**src/rtl/mips_ctrl_pkg.sv**
```systemverilog
// Shared encodings for the multi-cycle MIPS control FSM: opcodes, state codes,
// datapath mux selects and the packed control word.
package mips_ctrl_pkg;

   localparam logic [5:0] OP_RTYPE = 6'b000000;
   localparam logic [5:0] OP_LW    = 6'b100011;
   localparam logic [5:0] OP_SW    = 6'b101011;
   localparam logic [5:0] OP_BEQ   = 6'b000100;
   localparam logic [5:0] OP_ORI   = 6'b001101;
   localparam logic [5:0] OP_ADDIU = 6'b001001;
   localparam logic [5:0] OP_LUI   = 6'b001111;
   localparam logic [5:0] OP_J     = 6'b000010;
   localparam logic [5:0] OP_JAL   = 6'b000011;

   typedef enum logic [3:0] {
      S_FETCH  = 4'd0,
      S_DECODE = 4'd1,
      S_MEMADR = 4'd2,
      S_MEMRD  = 4'd3,
      S_MEMWB  = 4'd4,
      S_MEMWR  = 4'd5,
      S_RTEXE  = 4'd6,
      S_RTWB   = 4'd7,
      S_IEXE   = 4'd8,
      S_IWB    = 4'd9,
      S_BRANCH = 4'd10,
      S_JUMP   = 4'd11,
      S_JAL_WB = 4'd12
   } state_t;

   localparam logic [1:0] ALU_ADD   = 2'd0;
   localparam logic [1:0] ALU_SUB   = 2'd1;
   localparam logic [1:0] ALU_FUNCT = 2'd2;
   localparam logic [1:0] ALU_OR    = 2'd3;

   localparam logic [1:0] PC_ALU    = 2'd0;
   localparam logic [1:0] PC_ALUOUT = 2'd1;
   localparam logic [1:0] PC_JUMP   = 2'd2;

   localparam logic [1:0] DST_RT = 2'd0;
   localparam logic [1:0] DST_RD = 2'd1;
   localparam logic [1:0] DST_RA = 2'd2;

   localparam logic [1:0] M2R_ALUOUT = 2'd0;
   localparam logic [1:0] M2R_MDR    = 2'd1;
   localparam logic [1:0] M2R_PC     = 2'd2;

   localparam logic [1:0] EXT_ZERO = 2'd0;
   localparam logic [1:0] EXT_SIGN = 2'd1;
   localparam logic [1:0] EXT_LUI  = 2'd2;

   localparam logic [1:0] SRCB_B    = 2'd0;
   localparam logic [1:0] SRCB_4    = 2'd1;
   localparam logic [1:0] SRCB_IMM  = 2'd2;
   localparam logic [1:0] SRCB_IMM2 = 2'd3;

   typedef struct packed {
      logic       ir_wr;
      logic       pc_en;
      logic       iord;
      logic       mem_rd;
      logic       mem_wr;
      logic       reg_wr;
      logic [1:0] reg_dst;
      logic [1:0] mem_to_reg;
      logic       alu_src_a;
      logic [1:0] alu_src_b;
      logic [1:0] ext_op;
      logic [1:0] alu_op;
      logic [1:0] pc_src;
      logic       illegal_op;
   } ctrl_t;

   localparam int CTRL_W = $bits(ctrl_t);

   function automatic logic is_known_op(input logic [5:0] op);
      case (op)
         OP_RTYPE, OP_LW, OP_SW, OP_BEQ, OP_ORI,
         OP_ADDIU, OP_LUI, OP_J, OP_JAL: is_known_op = 1'b1;
         default:                        is_known_op = 1'b0;
      endcase
   endfunction

endpackage

```
**src/rtl/mc_outdec.sv**
```systemverilog
// Control-word decoder: maps current state (plus opcode, zero flag and memory
// ready) onto the datapath control signals. Purely combinational.
module mc_outdec
   import mips_ctrl_pkg::*;
(
   input  logic [3:0]        state,
   input  logic [5:0]        opcode,
   input  logic              zero,
   input  logic              mem_rdy,
   output logic [CTRL_W-1:0] ctrl_word
);

   ctrl_t c;

   always_comb begin
      c = '0;
      case (state_t'(state))
         S_FETCH: begin
            c.mem_rd    = 1'b1;
            c.alu_src_b = SRCB_4;
            c.ir_wr     = mem_rdy;
            c.pc_en     = mem_rdy;
         end
         S_DECODE: begin
            // speculative branch target lands in ALUOut
            c.alu_src_b  = SRCB_IMM2;
            c.ext_op     = EXT_SIGN;
            c.illegal_op = !is_known_op(opcode);
         end
         S_MEMADR: begin
            c.alu_src_a = 1'b1;
            c.alu_src_b = SRCB_IMM;
            c.ext_op    = EXT_SIGN;
         end
         S_MEMRD: begin
            c.mem_rd = 1'b1;
            c.iord   = 1'b1;
         end
         S_MEMWB: begin
            c.reg_wr     = 1'b1;
            c.reg_dst    = DST_RT;
            c.mem_to_reg = M2R_MDR;
         end
         S_MEMWR: begin
            c.mem_wr = 1'b1;
            c.iord   = 1'b1;
         end
         S_RTEXE: begin
            c.alu_src_a = 1'b1;
            c.alu_src_b = SRCB_B;
            c.alu_op    = ALU_FUNCT;
         end
         S_RTWB: begin
            c.reg_wr  = 1'b1;
            c.reg_dst = DST_RD;
         end
         S_IEXE: begin
            c.alu_src_a = 1'b1;
            c.alu_src_b = SRCB_IMM;
            case (opcode)
               OP_ORI: begin
                  c.ext_op = EXT_ZERO;
                  c.alu_op = ALU_OR;
               end
               OP_LUI: begin
                  c.ext_op = EXT_LUI;
                  c.alu_op = ALU_OR;
               end
               default: begin
                  c.ext_op = EXT_SIGN;
                  c.alu_op = ALU_ADD;
               end
            endcase
         end
         S_IWB: begin
            c.reg_wr  = 1'b1;
            c.reg_dst = DST_RT;
         end
         S_BRANCH: begin
            c.alu_src_a = 1'b1;
            c.alu_src_b = SRCB_B;
            c.alu_op    = ALU_SUB;
            c.pc_src    = PC_ALUOUT;
            c.pc_en     = zero;
         end
         S_JUMP: begin
            c.pc_src = PC_JUMP;
            c.pc_en  = 1'b1;
         end
         S_JAL_WB: begin
            c.reg_wr     = 1'b1;
            c.reg_dst    = DST_RA;
            c.mem_to_reg = M2R_PC;
            c.pc_src     = PC_JUMP;
            c.pc_en      = 1'b1;
         end
         default: ;
      endcase
   end

   assign ctrl_word = c;

endmodule

```
**src/rtl/multicycle_ctrl.sv**
```systemverilog
// Multi-cycle MIPS control FSM: state register and next-state logic; the
// control word comes from mc_outdec so outputs follow state during reset.
//
//  state  | meaning
//  FETCH  | read instruction at PC, PC+4 (waits on mem_ready)
//  DECODE | register read, branch target into ALUOut
//  MEMADR | effective address for LW/SW
//  MEMRD  | data read at ALUOut (waits on mem_ready)
//  MEMWB  | MDR -> rt
//  MEMWR  | data write at ALUOut (waits on mem_ready)
//  RTEXE  | A op B per funct
//  RTWB   | ALUOut -> rd
//  IEXE   | A op extended immediate
//  IWB    | ALUOut -> rt
//  BRANCH | compare A/B, take ALUOut if zero
//  JUMP   | PC <- jump target
//  JAL_WB | $31 <- PC, PC <- jump target
module multicycle_ctrl
   import mips_ctrl_pkg::*;
#(
   parameter int MEM_WAIT_EN = 1,
   parameter int ST_W        = 4
) (
   input  logic            clk,
   input  logic            reset,
   input  logic [5:0]      opcode,
   input  logic [5:0]      funct,
   input  logic            zero,
   input  logic            mem_ready,
   output logic            ir_wr,
   output logic            pc_en,
   output logic            iord,
   output logic            mem_rd,
   output logic            mem_wr,
   output logic            reg_wr,
   output logic [1:0]      reg_dst,
   output logic [1:0]      mem_to_reg,
   output logic            alu_src_a,
   output logic [1:0]      alu_src_b,
   output logic [1:0]      ext_op,
   output logic [1:0]      alu_op,
   output logic [1:0]      pc_src,
   output logic            illegal_op,
   output logic [ST_W-1:0] state
);

   state_t            state_q, state_d;
   logic              rdy;
   logic [CTRL_W-1:0] ctrl_word;
   ctrl_t             ctrl;
   logic              unused_funct;

   // aludec decodes funct itself; this block only passes alu_op through
   assign unused_funct = ^funct;

   assign rdy = (MEM_WAIT_EN != 0) ? mem_ready : 1'b1;

   always_ff @(posedge clk or posedge reset) begin
      if (reset) state_q <= S_FETCH;
      else       state_q <= state_d;
   end

   always_comb begin
      state_d = S_FETCH;
      case (state_q)
         S_FETCH:  state_d = rdy ? S_DECODE : S_FETCH;
         S_DECODE: begin
            case (opcode)
               OP_LW, OP_SW:             state_d = S_MEMADR;
               OP_RTYPE:                 state_d = S_RTEXE;
               OP_BEQ:                   state_d = S_BRANCH;
               OP_ORI, OP_ADDIU, OP_LUI: state_d = S_IEXE;
               OP_J:                     state_d = S_JUMP;
               OP_JAL:                   state_d = S_JAL_WB;
               default:                  state_d = S_FETCH;
            endcase
         end
         S_MEMADR: state_d = (opcode == OP_LW) ? S_MEMRD : S_MEMWR;
         S_MEMRD:  state_d = rdy ? S_MEMWB : S_MEMRD;
         S_MEMWR:  state_d = rdy ? S_FETCH : S_MEMWR;
         S_RTEXE:  state_d = S_RTWB;
         S_IEXE:   state_d = S_IWB;
         default:  state_d = S_FETCH;
      endcase
   end

   mc_outdec u_outdec (
      .state     (state_q),
      .opcode    (opcode),
      .zero      (zero),
      .mem_rdy   (rdy),
      .ctrl_word (ctrl_word)
   );

   assign ctrl       = ctrl_t'(ctrl_word);
   assign ir_wr      = ctrl.ir_wr;
   assign pc_en      = ctrl.pc_en;
   assign iord       = ctrl.iord;
   assign mem_rd     = ctrl.mem_rd;
   assign mem_wr     = ctrl.mem_wr;
   assign reg_wr     = ctrl.reg_wr;
   assign reg_dst    = ctrl.reg_dst;
   assign mem_to_reg = ctrl.mem_to_reg;
   assign alu_src_a  = ctrl.alu_src_a;
   assign alu_src_b  = ctrl.alu_src_b;
   assign ext_op     = ctrl.ext_op;
   assign alu_op     = ctrl.alu_op;
   assign pc_src     = ctrl.pc_src;
   assign illegal_op = ctrl.illegal_op;
   assign state      = ST_W'(state_q);

endmodule

```
**config.mk**
```make
export PLATFORM = sky130hd
export DESIGN_NAME = multicycle_ctrl
export DESIGN_NICKNAME = d
export VERILOG_FILES = /design/src/rtl/mips_ctrl_pkg.sv /design/src/rtl/mc_outdec.sv /design/src/rtl/multicycle_ctrl.sv
export SDC_FILE = /design/constraint.sdc
export NUM_CORES = 1
export LEC_CHECK = 0
export ABC_AREA = 0
export CAP_MARGIN = 20
export CORE_MARGIN = 5
export CORE_UTILIZATION = 35
export DETAILED_ROUTE_END_ITERATION = 6
export PLACE_DENSITY = 0.73
export SYNTH_ARGS = -nofsm -noshare
export SYNTH_HDL_FRONTEND = slang
export SYNTH_HIERARCHICAL = 1
export SYNTH_SLANG_ARGS = --single-unit
```
**constraint.sdc**
```tcl
create_clock -name clk -period 1.8 [get_ports clk]
set_input_delay 0.36 -clock clk [delete_from_list [all_inputs] [get_ports clk]]
set_output_delay 0.36 -clock clk [all_outputs]
set_load 0.05 [all_outputs]
```
==> results.ini, run 1 <==
[run_status]
status=stopped before the end
stop_stage=5_1_grt
error=[ERROR DPL-0033] detailed placement checks failed during check placement.

[synthesis]
syn_area_um2=687
yosys_warnings=6
yosysSeqAreaShare_pct=14.6
avgSynthCellArea_um2=6.80
synth-main-ff-cell=dfrtp_1
yosysUniqueCellTypes=43
synth_nets=117
ys_seq_elements=4
postSynthCellCount=101
async_flop_share_pct=100
synth-edff-count=0

[placement]
dpl_worst_slack_ps=-361
hpwl_um=2270
dp_cells=179
gp_congestion=0.806
portBuffers=33

[clocking]
cts_htree_levels=1
numCtsBuffers=3
cts.sinks=4
clock-root-buffer=clkbuf_4
hold_buffers=0
cts_buffer_depth=2

[floorplan]
ios=40
die_h_um=54.3
rows=16
initial_core_util_pct=35.7
fp.dieW_um=54.3

[timing]
grt_worst_setup_endpoint=illegal_op
worst-ep-kind=primary output

[global_route]
antenna_found_initial=0
grt_max_degree=16

==> stage by stage <==
step	util, %	instance area (um^2)
after CTS	90.2	1730
after detailed placement	81.2	1560
after floorplan	-	841
after global placement	81.2	1560
==> repair_timing <==
action | in CTS
gates resized for setup | 31
endpoints found under the setup margin | 19
buffers inserted | 9
hold endpoints to repair | 0
pin swaps | 12
==> synthesized netlist by cell type, types with 3 or more instances <==
| library cell | instances | area [um^2] |
|---|---|---|
| nor2_1 | 15 | 56.3 |
| nand2_1 | 9 | 33.8 |
| nand2b_1 | 5 | 31.3 |
| o21ai_0 | 5 | 25.0 |
| buf_2 | 4 | 20.0 |
| dfrtp_1 | 4 | 100 |
| nor3_1 | 4 | 20.0 |
| a21o_1 | 3 | 22.5 |
| a21oi_1 | 3 | 15.0 |
| nor2b_1 | 3 | 18.8 |
| nor3b_1 | 3 | 22.5 |
| o211ai_1 | 3 | 22.5 |
==> cell families after synthesis <==
logic type | share of synthesized area [%]
XOR/XNOR | 3.83
AO/OA/AOI/OAI | 28.8
flip-flops | 14.6
multiplexers | 1.46
AND/OR/NAND/NOR | 45.7
buffers and inverters | 5.65
==> run 2: changes to the inputs <==
CORE_AREA = 5 5 66 68   (was unset)
CORE_MARGIN = unset   (was 5)
CORE_UTILIZATION = unset   (was 35)
DIE_AREA = 0 0 71 73   (was unset)
PLACE_DENSITY = unset   (was 0.73)
PLACE_DENSITY_LB_ADDON = 0.15   (was unset)
==> run 2 against run 1 <==
Against the previous run:
- the flow now finishes, with violations (setup timing)
- synthesized cell count unchanged
- synthesized area stayed put
==> results.ini, run 2 <==
[power_and_ir_drop]
power_mw=2.18
pwr-share-clk_pct=8.6
p_sw_mw=1.03
ir_worst_vdd_mv=0.463
cellPowerDensity_nw_per_um2=1170
internal_power_mw=1.15
p_comb_share_pct=84.0
switching_share_pct=47.4
pwr-share-seq_pct=7.3
cellLeakagePower_nw=0.718

[timing]
clock_skew_ps=0.817
relSlewSlack_pct=75.4
worstMarginPinSlew_ps=360
finalCritPeriodShare_pct=108
timing.fmax_mhz=512
grt_setup_unrepaired=true
slew_viol_final=0
setup_viol=9
period_minus_slack_ps=1950
hold_viol=0
layout_setup_ws_ps=-153

[run_status]
status=complete, but fails checks
violations=setup timing

[clocking]
cts_buffer_depth=2
clkTransAtPathRegs_ps=30
clock-root-buffer=clkbuf_8
numCtsBuffers=3
cts_tree=yes
cts.sinks=4
worstSkewPairLatency_ps=220
cts_htree_levels=1
hold_buffers=0

[critical_path]
critPathRequiredTime_ps=1440
critical_path_class=register to output pin
cp_cell_sequence=nand2b_4, or4_4, a21oi_4, buf_12
cp.arrival_ps=1590
rr_endpoint=state[2]$_DFF_PP0_
cp_max_fo=4
end_kind=output pin
cp_top_family=simple AND/OR/NAND/NOR gates
critPathLaunchType=register
worstRegToRegCells=7
cpPeakStageDelay_ps=490
path_buf_inv=1
r2r_slack_ps=10
reg2reg_from=state[3]$_DFF_PP0_
crit_slowest_cell=dfrtp_4

[synthesis]
postSynthCellCount=101
synth-edff-count=0
avgSynthCellArea_um2=6.80
yosysSeqAreaShare_pct=14.6
yosysTopAreaCell=dfrtp_1
synth_commonest_cells=nor2_1 (15), nand2_1 (9), nand2b_1 (5), o21ai_0 (5)
async_flop_share_pct=100
synth-main-ff-cell=dfrtp_1
synthDominantCellAreaShare_pct=14.6
ys_seq_elements=4
syn_area_um2=687
synth_area_leaders=dfrtp_1 (15%), nor2_1 (8.2%), nand2_1 (4.9%), nand2b_1 (4.6%), o21ai_0 (3.6%)
synth_nets=117
yosysUniqueCellTypes=43
yosys_warnings=6
yosysMostFrequentCell=nor2_1

[floorplan]
rows=23
core-area_um2=3800
fp.dieW_um=71
die_h_um=73
ios=40
initial_core_util_pct=18.1
dieArea_um2=5180

[layout]
layout_common_cells=buf_4 (27), buf_12 (24), nand2_1 (8), buf_6 (8)
fin_nets=184
post-route-util_pct=49.2
area_growth_pct=172
n_antenna_cell=0
largest_reg_flops=4
drive_gt1_share_pct=63.9
nFillCells=365
layout_commonest_cell=buf_4

[placement]
portBuffers=33
hpwl_um=2280
gp_congestion=0.851
dpl_worst_slack_ps=-391

[route]
vias=1037
vias_per_cell=4.80
drc_errors=0
routedWlPerCell_um=13.4
wirelength_um=2890
dr.pass1.iters=5
drtAntennaViolNets=0
drtIter0Drc=23

[run]
cap_violations=0

[hold_path]
holdCritPathClass=primary input to asynchronous set/reset pin

[global_route]
grt_max_degree=13
grt_pass1_vias=1106
grt_usage_pct=11.8
antenna_found_initial=0
grt_pass1_wl_um=5070
overflow=0

==> run 2: cell counts after synthesis <==
No cell type changed its count.
==> run 2: timing repair <==
item                       4_1_cts  5_1_grt
pin swaps                       19       15
resized for setup               46       14
setup buffers                    9        3
setup endpoints to repair       14       19
==> run 2: worst max path at each step <==
stage,to,cells after the start,start,slack [ps]
finish,alu_op[1],4,state[2]$_DFF_PP0_,-150
global route,alu_op[1],4,state[2]$_DFF_PP0_,-180
CTS,alu_op[1],4,state[2]$_DFF_PP0_,-180
detailed placement,illegal_op,5,opcode[0],-390
global placement,illegal_op,5,opcode[0],-370
floorplan,alu_op[1],3,state[2]$_DFF_PP0_,-150
==> run 2: area by class of cell <==
type	instances	area [um^2]	area share (%)
Sequential cell	4	110	5.89
Inverter	2	7.51	0.401
Tap cell	50	62.6	3.34
Multi-Input combinational cell	89	798	42.7
Timing Repair Buffer	68	851	45.5
Clock buffer	3	41.3	2.21
==> run 2: power by group through the flow <==
| stage | registers (mW) | clock network (mW) | logic (mW) |
|---|---|---|---|
| 6_report | 0.160 | 0.188 | 1.83 |
| 5_1_grt | 0.167 | 0.196 | 1.93 |
| 4_1_cts | 0.160 | 0.189 | 1.80 |
| 3_5_place_dp | 0.166 | 0 | 1.57 |
| 3_3_place_gp | 0.165 | 0 | 1.56 |
| 2_1_floorplan | 0.242 | 0 | 0.780 |
==> run 2: stage by stage <==
step	instance area (um^2)	instances	TNS [ps]	hold WS [ps]
2_1_floorplan	841	101	-901	126
3_3_place_gp	1590	204	-1760	581
3_5_place_dp	1590	204	-1860	586
4_1_cts	1830	215	-881	359
5_1_grt	1870	216	-1380	372
6_report	1870	216	-610	354
==> run 2: kinds of logic (layout without fill, tap and decap cells) <==
group	Yosys count	after routing	synth area share, %
muxes	1	1	1.46
DFF	4	4	14.6
buffers and inverters	8	73	5.65
AOI/OAI and AO/OA	28	28	28.8
xor gates and xnor gates	3	3	3.83
and+or+nand+nor	57	57	45.7
==> run 2: metal layers <==
metal	GRT usage [%]	part of all wire (%)	vias to the layer above	wire, um
met5	0	0	-	0
met4	3.13	1.1	0	33
met3	2.89	6.2	4	178
met2	21.7	54	32	1560
met1	13.6	39	490	1120
li1	-	-	511	-
Power figures use the tool's default switching activity.
==> RTL change 1, RTL diff (config.mk and constraints of run 2) <==
The parameter `MEM_WAIT_EN` goes from 1 to 0.
--- a/src/rtl/multicycle_ctrl.sv
+++ b/src/rtl/multicycle_ctrl.sv
@@ -18,7 +18,7 @@
 module multicycle_ctrl
    import mips_ctrl_pkg::*;
 #(
-   parameter int MEM_WAIT_EN = 1,
+   parameter int MEM_WAIT_EN = 0,
    parameter int ST_W        = 4
 ) (
    input  logic            clk,
Behaviour: not the same (Yosys sat finds a counterexample within 4 cycles, from zero or initial values and one cycle with reset high).
==> RTL change 1 against run 2 <==
- the run still ends with negative setup slack left
- sequential cell count unchanged
- design area down 6.2%
- non-clock buffer count down 5
- hold slack worse by 26 ps
- setup slack better by 60 ps
- wire length down 10%
- power down 17%
- fmax up 3.2%
- cell count down 4.6%
- synthesized area down 3.1%
- via count down 8.7%
- first-iteration DRC count up 30%
- critical path type unchanged
- largest power group unchanged
==> RTL change 1: results (changes against run 2) <==
Mean post-synth cell area - 7.01 um^2 (+3.0%)
Clock Skew - 1.36 ps (+0.543 ps)
IR drop worst, VDD - 0.549 mV (+18%)
Via count - 947 (-8.7%)
Multi-input logic area - 751 um^2 (-6.0%)
Routed met1 length - 1120 um (-0.62%)
GRT Total Usage - 10.6% (-1.2 points)
Highest Signal Layer - met4
Netlist cell types - 40 (-7.0%)
Placed Cells - 196 (-3.9%)
Final setup TNS - -313 ps (+297 ps)
Worst setup margin - -92.4 ps (+60.4 ps)
Drt first pass iters - 4 (-1)
Seq/Total Area, Yosys - 15.0% (+0.47 points)
Met3 usage - 3.17% (+0.28 points)
Violated checks - negative setup slack
Met2 Usage GRT - 18.1% (-3.6 points)
Final setup fails - 6 (-3)
First-pass GRT wire length - 4560 um (-10%)
Wire per inst - 12.6 um (-6.1%)
Layout net count - 174 (-5.4%)
Routed wl met2 - 1250 um (-20%)
Vias in the first global route - 1,017 (-8.0%)
Drt total wl - 2590 um (-10%)
Post-CTS Setup Inserts - 7 (-2)
P_comb - 1.46 mW (-20%)
Fillers - 374 (+2.5%)
CP Data Arrival Time - 1530 ps (-60 ps)
Largest net degree at the start of global routing - 15 (+2)
Non-clk buf share - 44.4% (-1.1 points)
Clock-cell share of area - 2.35% (+0.14 points)
R2r worst-path depth - 5 (-2)
Signal buffers - 63 (-7.4%)
Layout cell share with drive strength beyond 1 - 62.2% (-1.7 points)
Core Util, Final - 46.2% (-3.0 points)
Final GP Congestion - 0.836 (-1.8%)
CTS resizes - 33 (-28%)
Met1 layer usage reported by global route - 12.5% (-1.2 points)
CP Max Fanout - 7 (+3)
Drt initial violations - 30 (+30%)
#MultiIn Comb - 83 (-6.7%)
Met3 wire len - 199 um (+12%)
Commonest cells post-synth - nor2_1, nor3_1, o21ai_0
Placed cell area - 1580 um^2 (-0.87%)
CTS sink cnt - 4 (unchanged)
Switch Pwr - 0.870 mW (-16%)
Synth area leaders - dfrtp_1, nor2_1, o211ai_1, xnor2_1, nand2b_1
Post-DP HPWL - 2070 um (-9.0%)
Signal inverters - 3 (+1)
Outcome - complete, but fails checks
-- RTL change 1: changes by cell type in the layout (fill, tap and decap cells not counted), sizes merged, moves of 2 or more --
cell | run 2 | this run
clkbuf | 6 | 3
conb | 0 | 2
nand2 | 9 | 4
nand3 | 2 | 0
-- RTL change 1: worst paths after layout --
check / to / from / slack [ps]
setup / recovery: alu_op[1] / state[1] / -90
max in group asynchronous: state[3] / reset / 1310
setup reg to reg: state[0] / state[3] / 70
hold / removal: state[0] / reset / 330
hold reg to reg: state[2] / state[2] / 750
min in group clk: state[3] / opcode[2] / 460
-- RTL change 1: cell families (layout without fill, tap and decap cells) --
group	after synthesis	count (layout)	synth area share [%]
buffers and inverters	9	69	6.39
AO/OA/AOI/OAI	28	28	30.5
AND/OR/NAND/NOR	50	50	43.6
flip-flops	4	4	15.0
XOR/XNOR	3	3	3.95
other	1	2	0.563
-- RTL change 1: critical path, cell delays in order (launching register included) --
cell     delay, ps
dfrtp_2        460
or4_4          550
a21oi_4        160
buf_12         150
==> RTL change 2, RTL diff (config.mk and constraints of run 2) <==
Made on the original files. Reset style: synchronous (`reset`), changed in one clocked block.
--- a/src/rtl/multicycle_ctrl.sv
+++ b/src/rtl/multicycle_ctrl.sv
@@ -55,7 +55,7 @@
 
    assign rdy = (MEM_WAIT_EN != 0) ? mem_ready : 1'b1;
 
-   always_ff @(posedge clk or posedge reset) begin
+   always_ff @(posedge clk) begin
       if (reset) state_q <= S_FETCH;
       else       state_q <= state_d;
    end
Function: differs if reset is asserted again (counterexample within 4 cycles, from zero or initial values and one cycle with reset high); with reset held inactive, the same outputs for 10 cycles.
==> RTL change 2 against run 2 <==
- the run still ends with negative setup slack left
- via count shrank 4.7%
- sequential cell count is the same
- wire length shrank 8.2%
- synthesized area grew 9.7%
- setup slack gained 77 ps
- critical path depth is the same
- fmax grew 4.1%
- first-iteration DRC count shrank 13%
- design area shrank 6.9%
Power is left out: it rests on default switching activity, and per cell area and clock period it moved more than threefold.
==> RTL change 2: results (changes against run 2) <==
CP Max Fanout - 5 (+1)
Placed cell area - 1580 um^2 (-0.94%)
Worst setup margin - -75.3 ps (+77.4 ps)
Final setup TNS - -75.3 ps (+535 ps)
Signal buffers - 60 (-12%)
Fillers - 372 (+1.9%)
#MultiIn Comb - 93 (+4.5%)
Sequential cell area share - 5.46% (-0.43 points)
Seq/Total Area, Yosys - 10.6% (-3.9 points)
Violated checks - negative setup slack
Remaining Overflow, GRT - 0 (unchanged)
Final Hold Slack - 674 ps (+320 ps)
Root buffer cell - clkbuf_8
Routed wl met2 - 1370 um (-12%)
Hold crit path type - in2reg
Multi-input logic area - 778 um^2 (-2.5%)
Initial antenna violation count - 0 (unchanged)
Met1 layer usage reported by global route - 12.5% (-1.1 points)
Post-synth ARST share - 0% (-100 points)
Via density - 4.66 (-2.9%)
Port Buf Inserts - 33 (unchanged)
Clock buffer count - 4 (+1)
Cts bufs inserted - 3 (unchanged)
Layout cell share with drive strength beyond 1 - 53.7% (-10 points)
Syn nets - 123 (+5.1%)
Netlist cell types - 45 (+4.7%)
Layout net count - 179 (-2.7%)
Reg2reg end - state[0]
Drt first pass iters - 4 (-1)
Non-clk buf share - 43.5% (-2.0 points)
Slew headroom - 75.1% (-0.34 points)
CP Data Arrival Time - 1520 ps (-70 ps)
Met3 usage - 2.75% (-0.14 points)
Clock-cell share of area - 2.59% (+0.38 points)
Met3 wire len - 142 um (-20%)
Final GP Congestion - 0.743 (-13%)
Critical path's slowest cell - or4_4
RR Startpoint - state[2]
Vias in the first global route - 1,003 (-9.3%)
R2r worst-path depth - 7 (unchanged)
Drt initial violations - 20 (-13%)
Signal inverters - 1 (-1)
Commonest cells post-synth - nor2_1, nand2_1
Worst R2R Setup Slack - 130 ps (+120 ps)
Routed met1 length - 1120 um (-0.18%)
Drt total wl - 2650 um (-8.2%)
Met2 Usage GRT - 20.0% (-1.8 points)
Final setup fails - 1 (-8)
Clock transition at path regs - 30 ps (about the same)
Outcome - complete, but fails checks
Worst Setup EP - alu_op[1]
Std-Cell Rows - 23 (unchanged)
Clock Skew - 5.04 ps (+4.22 ps)
Post-DP HPWL - 2140 um (-6.1%)
GRT Total Usage - 10.8% (-1.0 points)
Most used DFF post-synth - dfxtp_1
Worst Hold End - state[2]
Synth area leaders - dfxtp_1, nor2_1, o21a_1, nand2b_1, o211ai_1
First-pass GRT wire length - 4620 um (-8.8%)
Largest net degree at the start of global routing - 19 (+6)
## RTL change 2: cell types whose count changed after synthesis, sizes merged, moves of 3 or more
cell   before  now
o21a        2    5
nor2       15   12
buf         5    8
dfrtp       4    0
dfxtp       0    4
## RTL change 2: timing repair
item                       4_1_cts  5_1_grt
buffers inserted                 9        0
setup endpoints to repair        7        9
resized for setup               33        5
hold endpoints to repair         0        0
pin swaps                       10        5
## RTL change 2: kinds of logic (layout without fill, tap and decap cells)
kind of cell / count (synthesis) / after routing / share of synthesized area (%)
DFF: 4 / 4 / 10.6
xor gates and xnor gates: 3 / 3 / 3.49
buffers and inverters: 10 / 65 / 8.30
and+or+nand+nor: 55 / 55 / 45.7
AOI/OAI and AO/OA: 35 / 35 / 31.9
## RTL change 2: through the flow
step                utilization, %  cells  setup WS (ps)
finish                        45.8    212          -75.3
global placement              41.5    200           -341
global route                  45.8    212           -124
detailed placement            41.5    200           -359
floorplan                        -    107          -7.92
CTS                           45.4    213          -51.3
